<file path="src/rtl/alu_sched_pkg.sv">
// Shared constants and types for the two-requester ALU scheduler.
// Opcode values and widths are fixed by the ALU core.
package alu_sched_pkg;

   localparam int INST_W = 10;
   localparam int DATA_W = 4;

   localparam logic [1:0] OP_ADD = 2'b00;
   localparam logic [1:0] OP_SUB = 2'b01;
   localparam logic [1:0] OP_OR  = 2'b10;
   localparam logic [1:0] OP_NEG = 2'b11;

   typedef enum logic {
      ST_EMPTY = 1'b0,
      ST_FULL  = 1'b1
   } state_e;

endpackage

</file>
<file path="src/rtl/alu_sched_alu.sv">
// Combinational 4-bit ALU core.
// The instruction is {op[1:0], A[3:0], B[3:0]}. No carry or overflow is produced.
module ALU
   import alu_sched_pkg::*;
(
   input  logic [INST_W-1:0] inst_i,
   output logic [DATA_W-1:0] result_o
);

   logic [1:0]        op;
   logic [DATA_W-1:0] a;
   logic [DATA_W-1:0] b;

   assign op = inst_i[INST_W-1 -: 2];
   assign a  = inst_i[2*DATA_W-1 -: DATA_W];
   assign b  = inst_i[DATA_W-1:0];

   always_comb begin
      result_o = '0;
      case (op)
         OP_ADD:  result_o = a + b;
         OP_SUB:  result_o = a - b;
         OP_OR:   result_o = a | b;
         default: result_o = ~a + DATA_W'(1);
      endcase
   end

endmodule

</file>
<file path="src/rtl/alu_sched.sv">
// Round-robin scheduler that time-shares one ALU between two requesters.
// Results go into a one-entry register that supports accept-while-consume.
module alu_sched
   import alu_sched_pkg::*;
#(
   parameter int CNT_W = 8
) (
   input  logic              clk,
   input  logic              rst,
   input  logic              req0_valid,
   input  logic [INST_W-1:0] req0_inst,
   output logic              req0_ready,
   input  logic              req1_valid,
   input  logic [INST_W-1:0] req1_inst,
   output logic              req1_ready,
   output logic              res_valid,
   output logic [DATA_W-1:0] res_data,
   output logic              res_src,
   output logic              res_zero,
   input  logic              res_ready,
   output logic [CNT_W-1:0]  ops_done
);

   state_e            state_q, state_d;
   logic              last_grant_q, last_grant_d;
   logic [DATA_W-1:0] data_q, data_d;
   logic              src_q, src_d;
   logic              zero_q, zero_d;
   logic [CNT_W-1:0]  cnt_q, cnt_d;

   logic              can_accept;
   logic              grant0;
   logic              grant1;
   logic [INST_W-1:0] alu_inst;
   logic [DATA_W-1:0] alu_res;

   ALU u_alu (
      .inst_i   (alu_inst),
      .result_o (alu_res)
   );

   always_ff @(posedge clk or posedge rst) begin
      if (rst) begin
         state_q      <= ST_EMPTY;
         last_grant_q <= 1'b1;
         data_q       <= '0;
         src_q        <= 1'b0;
         zero_q       <= 1'b0;
         cnt_q        <= '0;
      end else begin
         state_q      <= state_d;
         last_grant_q <= last_grant_d;
         data_q       <= data_d;
         src_q        <= src_d;
         zero_q       <= zero_d;
         cnt_q        <= cnt_d;
      end
   end

   // rst gates the grants so no handshake can be seen while reset is held.
   always_comb begin
      state_d      = state_q;
      last_grant_d = last_grant_q;
      data_d       = data_q;
      src_d        = src_q;
      zero_d       = zero_q;
      cnt_d        = cnt_q;

      can_accept = (state_q == ST_EMPTY) || res_ready;
      grant0     = !rst && can_accept && req0_valid && (!req1_valid || last_grant_q);
      grant1     = !rst && can_accept && req1_valid && (!req0_valid || !last_grant_q);
      alu_inst   = grant1 ? req1_inst : req0_inst;

      if (state_q == ST_FULL && res_ready) begin
         cnt_d   = cnt_q + CNT_W'(1);
         state_d = ST_EMPTY;
      end

      if (grant0 || grant1) begin
         state_d      = ST_FULL;
         data_d       = alu_res;
         zero_d       = (alu_res == '0);
         src_d        = grant1;
         last_grant_d = grant1;
      end
   end

   assign req0_ready = grant0;
   assign req1_ready = grant1;
   assign res_valid  = (state_q == ST_FULL);
   assign res_data   = data_q;
   assign res_src    = src_q;
   assign res_zero   = zero_q;
   assign ops_done   = cnt_q;

endmodule

</file>
<file path="config.mk">
export PLATFORM = sky130hd
export DESIGN_NAME = alu_sched
export DESIGN_NICKNAME = d
export VERILOG_FILES = /design/src/rtl/alu_sched_pkg.sv /design/src/rtl/alu_sched_alu.sv /design/src/rtl/alu_sched.sv
export SDC_FILE = /design/constraint.sdc
export NUM_CORES = 1
export LEC_CHECK = 0
export BUFFER_PORTS_ARGS = -buffer_cell sky130_fd_sc_hd__buf_2
export CAP_MARGIN = 40
export CORE_MARGIN = 4
export CORE_UTILIZATION = 46
export DETAILED_ROUTE_END_ITERATION = 6
export HOLD_SLACK_MARGIN = 0.02
export PLACE_DENSITY = 0.83
export SLEW_MARGIN = 40
export SYNTH_ARGS = -nofsm -noshare
export SYNTH_HDL_FRONTEND = slang
export SYNTH_SLANG_ARGS = --single-unit
</file>
<file path="constraint.sdc">
create_clock -name clk -period 2.9 [get_ports clk]
set_clock_uncertainty 0.1 [all_clocks]
set_input_delay 0.145 -clock clk [delete_from_list [all_inputs] [get_ports clk]]
set_output_delay 0.145 -clock clk [all_outputs]
set_load 0.05 [all_outputs]
</file>
* After elaboration in Yosys (flattened, before gate mapping) *
Cells that the tools add are included.

storage, ports and cells
  register bits = 16
  output and inout bits = 17

cells by class
  bitwise operators = 3
  reduce and logical (&&, ||, !) cells = 17
  equality and inequality tests = 2
  add/subtract/negate cells = 4
  multiplexer cells = 4

operators by type and width
  cell                                            count
  one-hot mux 4 bit (3 select lines)              1
  2-to-1 mux 10 bit                               1
  adder 8 x 1 -> 8 bit (second input constant)    1
  logical AND 1 bit                               6
  adder 4 x 1 -> 4 bit (second input constant)    1
  adder 4 bit                                     1
  logical NOT 1 bit                               4
  logical NOT 4 bit                               1
  logical OR 1 bit                                4
  inverter 4 bit                                  1
  OR 4 bit                                        1
  subtractor 4 bit                                1
  == test 2 x 1 -> 1 bit (second input constant)  1
  == test 2 bit (second input constant)           1
  logical NOT 2 bit                               1
  2-to-1 mux 1 bit                                2
  nonzero test 2 bit                              1
  inverter 1 bit                                  1

* Logic depth before layout (Yosys ltp) *
  word-level depth = 10
  gate-level depth with buffers = 15
  mapped depth without buffers = 14

* Cells and area by module *
A second synthesis with hierarchy kept.

unflattened totals
  cell total of the unflattened synthesis = 110
  area, all modules = 1156.1 sq um

by module, submodules not included
  module     area an instance (sq um)  instances  seq. area each (sq um)  cells each
  alu_sched  827.0                     1          401.6                   68
  ALU        329.1                     1          0.0                     42

* Least setup slack after synthesis *
Ideal clock, no wire load.

  path type = register to register
  start point = register state_q (netlist: res_valid)
  end point = register zero_q (netlist: res_zero)
  setup time = 0.092 ns
  cell stages (with the launch flop) = 15
  slack = -0.601 ns
  buffers on the path = 1
  required time = 2.708 ns
  data arrival time = 3.309 ns
  path through = dfrtp_1 nand2b_1 nand3_2 inv_2 buf_2 nor2_1 a211oi_1 xnor2_1 fa_1 xor2_1 nor2_1 a311oi_1 a21oi_1 or3b_1 o31ai_2

between the ends
  longest elaborated chain between the ends = 10

RTL lines
  item                                RTL line             source
  from (decl)                         alu_sched.sv:24      state_e state_q, state_d;
  from (signal assigned)              alu_sched.sv:51      state_q <= state_d;
  inverter 1 bit *                    alu_sched.sv:69      can_accept = (state_q == ST_EMPTY) || res_ready;
  logical OR 1 bit *                  alu_sched.sv:69
  logical AND 1 bit * (3 in series)   alu_sched.sv:71      grant1 = !rst && can_accept && req1_valid && (!req0_valid || !last_grant_q);
  named net req1_ready                alu_sched.sv:15      output logic req1_ready,
  2-to-1 mux 10 bit                   alu_sched.sv:72      alu_inst = grant1 ? req1_inst : req0_inst;
  inverter 4 bit                      alu_sched_alu.sv:24  default: result_o = ~a + DATA_W'(1);
  adder 4 x 1 -> 4 bit                alu_sched_alu.sv:24
  one-hot mux 4 bit (3 select lines)  alu_sched_alu.sv:20  case (op)
  logical NOT 4 bit                   alu_sched.sv:82      zero_d = (alu_res == '0);
  to (signal assigned)                alu_sched.sv:55      zero_q <= zero_d;
  to (decl)                           alu_sched.sv:28      logic zero_q, zero_d;

The timed path passes the listed nets; every way through them passes the cells marked *.
A chain may end at the register's enable or synchronous reset.

* Worst setup path in the final report *
  start point = register last_grant_q
  end point = register zero_q (netlist: res_zero)

between the ends
  longest elaborated chain between the ends = 8

RTL lines
  item                                RTL line             source
  from (decl)                         alu_sched.sv:25      logic last_grant_q, last_grant_d;
  from (signal assigned)              alu_sched.sv:52      last_grant_q <= last_grant_d;
  logical NOT 1 bit                   alu_sched.sv:71
  logical OR 1 bit                    alu_sched.sv:71
  logical AND 1 bit                   alu_sched.sv:71
  2-to-1 mux 10 bit                   alu_sched.sv:72
  inverter 4 bit                      alu_sched_alu.sv:24
  adder 4 x 1 -> 4 bit                alu_sched_alu.sv:24
  one-hot mux 4 bit (3 select lines)  alu_sched_alu.sv:20
  logical NOT 4 bit                   alu_sched.sv:82

Several ways; a longest one is shown, not always the timed one.

==> flow_summary.toml <==
[status]
status = "complete, but fails checks"
violations = "setup timing"

[worst_setup_path]
cp.required_ns = 3.00
cp.arrival_ns = 3.07
crit_path_max_incr_delay_ns = 0.39
cp_slowest_cell = "dfstp_2"
critPathMaxFanout = 5
endpoint_kind = "register"
critPathBufInv = 0
cpLargestDelayFamily = "compound AO/OA/AOI/OAI gates"
critPathKind = "register to register"
cp_cell_sequence = "a21boi_4, nand3_4, mux2i_4, a211oi_2, xnor2_2, fa_2, xor2_2, nor2_1, a311oi_1, a21oi_1, or3b_1, o31ai_2"
start_kind = "register"

[global_route]
grt_max_degree = 18
grt_usage_pct = 20.5
grt_pass1_vias = 1278
grt_pass1_wl_um = 5700
grt_overflow = 0
antenna_found_initial = 0

[route]
firstDrtPassIters = 4
wl_um = 3660
drc = 0
post_drt_via_cell_ratio = 5.80
vias = 1368
wl_per_cell_um = 15.5
drt_iter0_drc = 72
postRouteAntennaNets = 0

[synthesis]
synth_sequential_area_ratio_pct = 30.8
synth_edf_count = 0
synth_area_mm2 = 0.00130
syn_nets = 178
synth_cells = 147
synth_seq_cells = 16
synth_area_leader_cell = "dfrtp_1"
ys_types = 44
synthArstFlopShare_pct = 100
yosysTopAreaCellShare_pct = 28.8
synth_warnings = 0
synth_area_per_cell_um2 = 8.87
synth_flop_cell = "dfrtp_1"
synth_area_leaders = "dfrtp_1 (29%), mux2i_1 (6.1%), nand2_1 (4.9%)"

[floorplan]
dieArea_mm2 = 0.00375
start_util_pct = 47.7
rows = 19
die_w_um = 61.2
core_mm2 = 0.00273
die_h_um = 61.2
io_pins = 42

[cells_and_area]
regArea_um2 = 403
final_cell_mix = "buf_2 (41), nand2_1 (17), dfrtp_1 (14), buf_4 (14)"
area_growth_pct = 35.8
fin_nets = 237
drive_gt1_share_pct = 40.0
layout.cells.non_filler = 236
fillers = 235
final_common_cell = "buf_2"
antenna_cells = 0
multiInputGateArea_um2 = 932
final_util_pct = 64.8

[sta]
relSlewSlack_pct = 74.8
fin_crit_sh_pct = 103
fin_crit_ns = 2.97
tightest_slew_ns = 0.373
hold_slack_ns = 0.0994
rsz0062_at_grt = "true"
timing.fmax_mhz = 336
slew_violations = 0
fin_setup_tns_ns = -0.130
setup_slack_ns = -0.0728
finalSetupViolCount = 2
finalHoldViolCount = 0

[clocking]
clkSlewWorstSetupHoldPaths_ns = 0.09
clock-sinks = 16
cts_root_buf = "clkbuf_4"
clock_latency_ns = 0.28
cts_made_buffers = 3
cts_max_level = 1
clockBufferDepth = 2
cts_tree = "yes"

[placement]
port-buffer-count = 41
place_hpwl_um = 2870
gp_congestion = 0.877
placed_cells = 224

[power]
power.density_mw_per_mm2 = 635
finalPower_w = 0.00113
vdd_drop_max_v = 0.000605
cellLeakagePower_nw = 0.872

[flow_run]
max_cap_viol_count = 0

[worst_hold_path]
hold_path.class = "input pin to register"
final timing paths:
path	slack, ns	depth (start not counted)	endpoint	start
max in group asynchronous	2.11	4	last_grant_q	rst
min in group asynchronous	0.34	4	ops_done[0]	rst
worst max-delay path	-0.07	12	res_zero	last_grant_q
worst min register to register	0.38	2	res_src	res_src
worst max register to register	-0.07	12	res_zero	last_grant_q
worst min-delay path	0.1	3	res_valid	res_ready
layer usage:
layer | up-vias | GRT usage [%] | routed length (um)
li1 | 646 | - | -
met1 | 640 | 23.6 | 1460
met2 | 68 | 37.2 | 1750
met3 | 14 | 3.56 | 319
met4 | 0 | 8.67 | 123
met5 | - | 0 | 0
cells by family (layout without fill, tap and decap cells):
logic type,after synthesis,count (layout),synth area share [%]
multiplexers,11,11,8.73
buffers and inverters,11,69,3.36
adder cells (fa/ha/maj),6,6,6.33
AND/OR/NAND/NOR,57,57,23.1
XOR/XNOR,14,14,9.41
flip-flops,16,16,30.8
AO/OA/AOI/OAI,32,32,18.2
power by group:
| part | switching, W | internal [W] | total, W |
|---|---|---|---|
| sequential | 0.0000575 | 0.000292 | 0.000350 |
| clock | 0.0000693 | 0.0000765 | 0.000146 |
| combinational | 0.000418 | 0.000211 | 0.000630 |
| total | 0.000545 | 0.000580 | 0.00113 |
area by class of cell:
class | count | area share [%]
Inverter | 9 | 2.26
Sequential cell | 16 | 22.8
Multi-Input combinational cell | 120 | 52.7
Timing Repair Buffer | 56 | 18.1
Clock buffer | 4 | 2.05
Tap cell | 31 | 2.19
synthesized netlist by cell type (all sizes together) (2+ instances only):
master  number
o31ai        5
nand2b       6
nor2b        4
o211ai       2
a211o        2
o21ai        5
dfrtp       15
a21oi        7
nand3        6
nor2         6
and2         2
or3          3
mux2i        8
nand2       17
inv          8
ha           5
and3         2
xor2         7
xnor2        7
nor3         5
mux2         3
or3b         2
buf          2
o311ai       2
metrics by stage:
step	setup WS (ns)	cell area, um^2
after floorplan	-0.0183	1360
after global placement	0.0333	1630
after detailed placement	-0.0635	1630
after CTS	-0.0327	1730
after global routing	-0.218	1770
final	-0.0728	1770
flip-flops by register name, indices dropped and copies added (netlist names):
signal,flops
res_data,4
res_zero,1
res_src,1
ops_done,8
res_valid,1
last_grant_q,1
worst min-delay path: stages:
cell and delay, ns:
buf_2 0.11, nand2b_4 0.15, nand2_1 0.05
what timing repair did:
item	in CTS	in global routing
pin swaps	1	6
hold buffers	1	0
setup endpoints to repair	2	2
resized for setup	5	3
hold endpoints to repair	15	0
setup buffers	4	3
No activity file was read; power rests on OpenSTA's default activity.
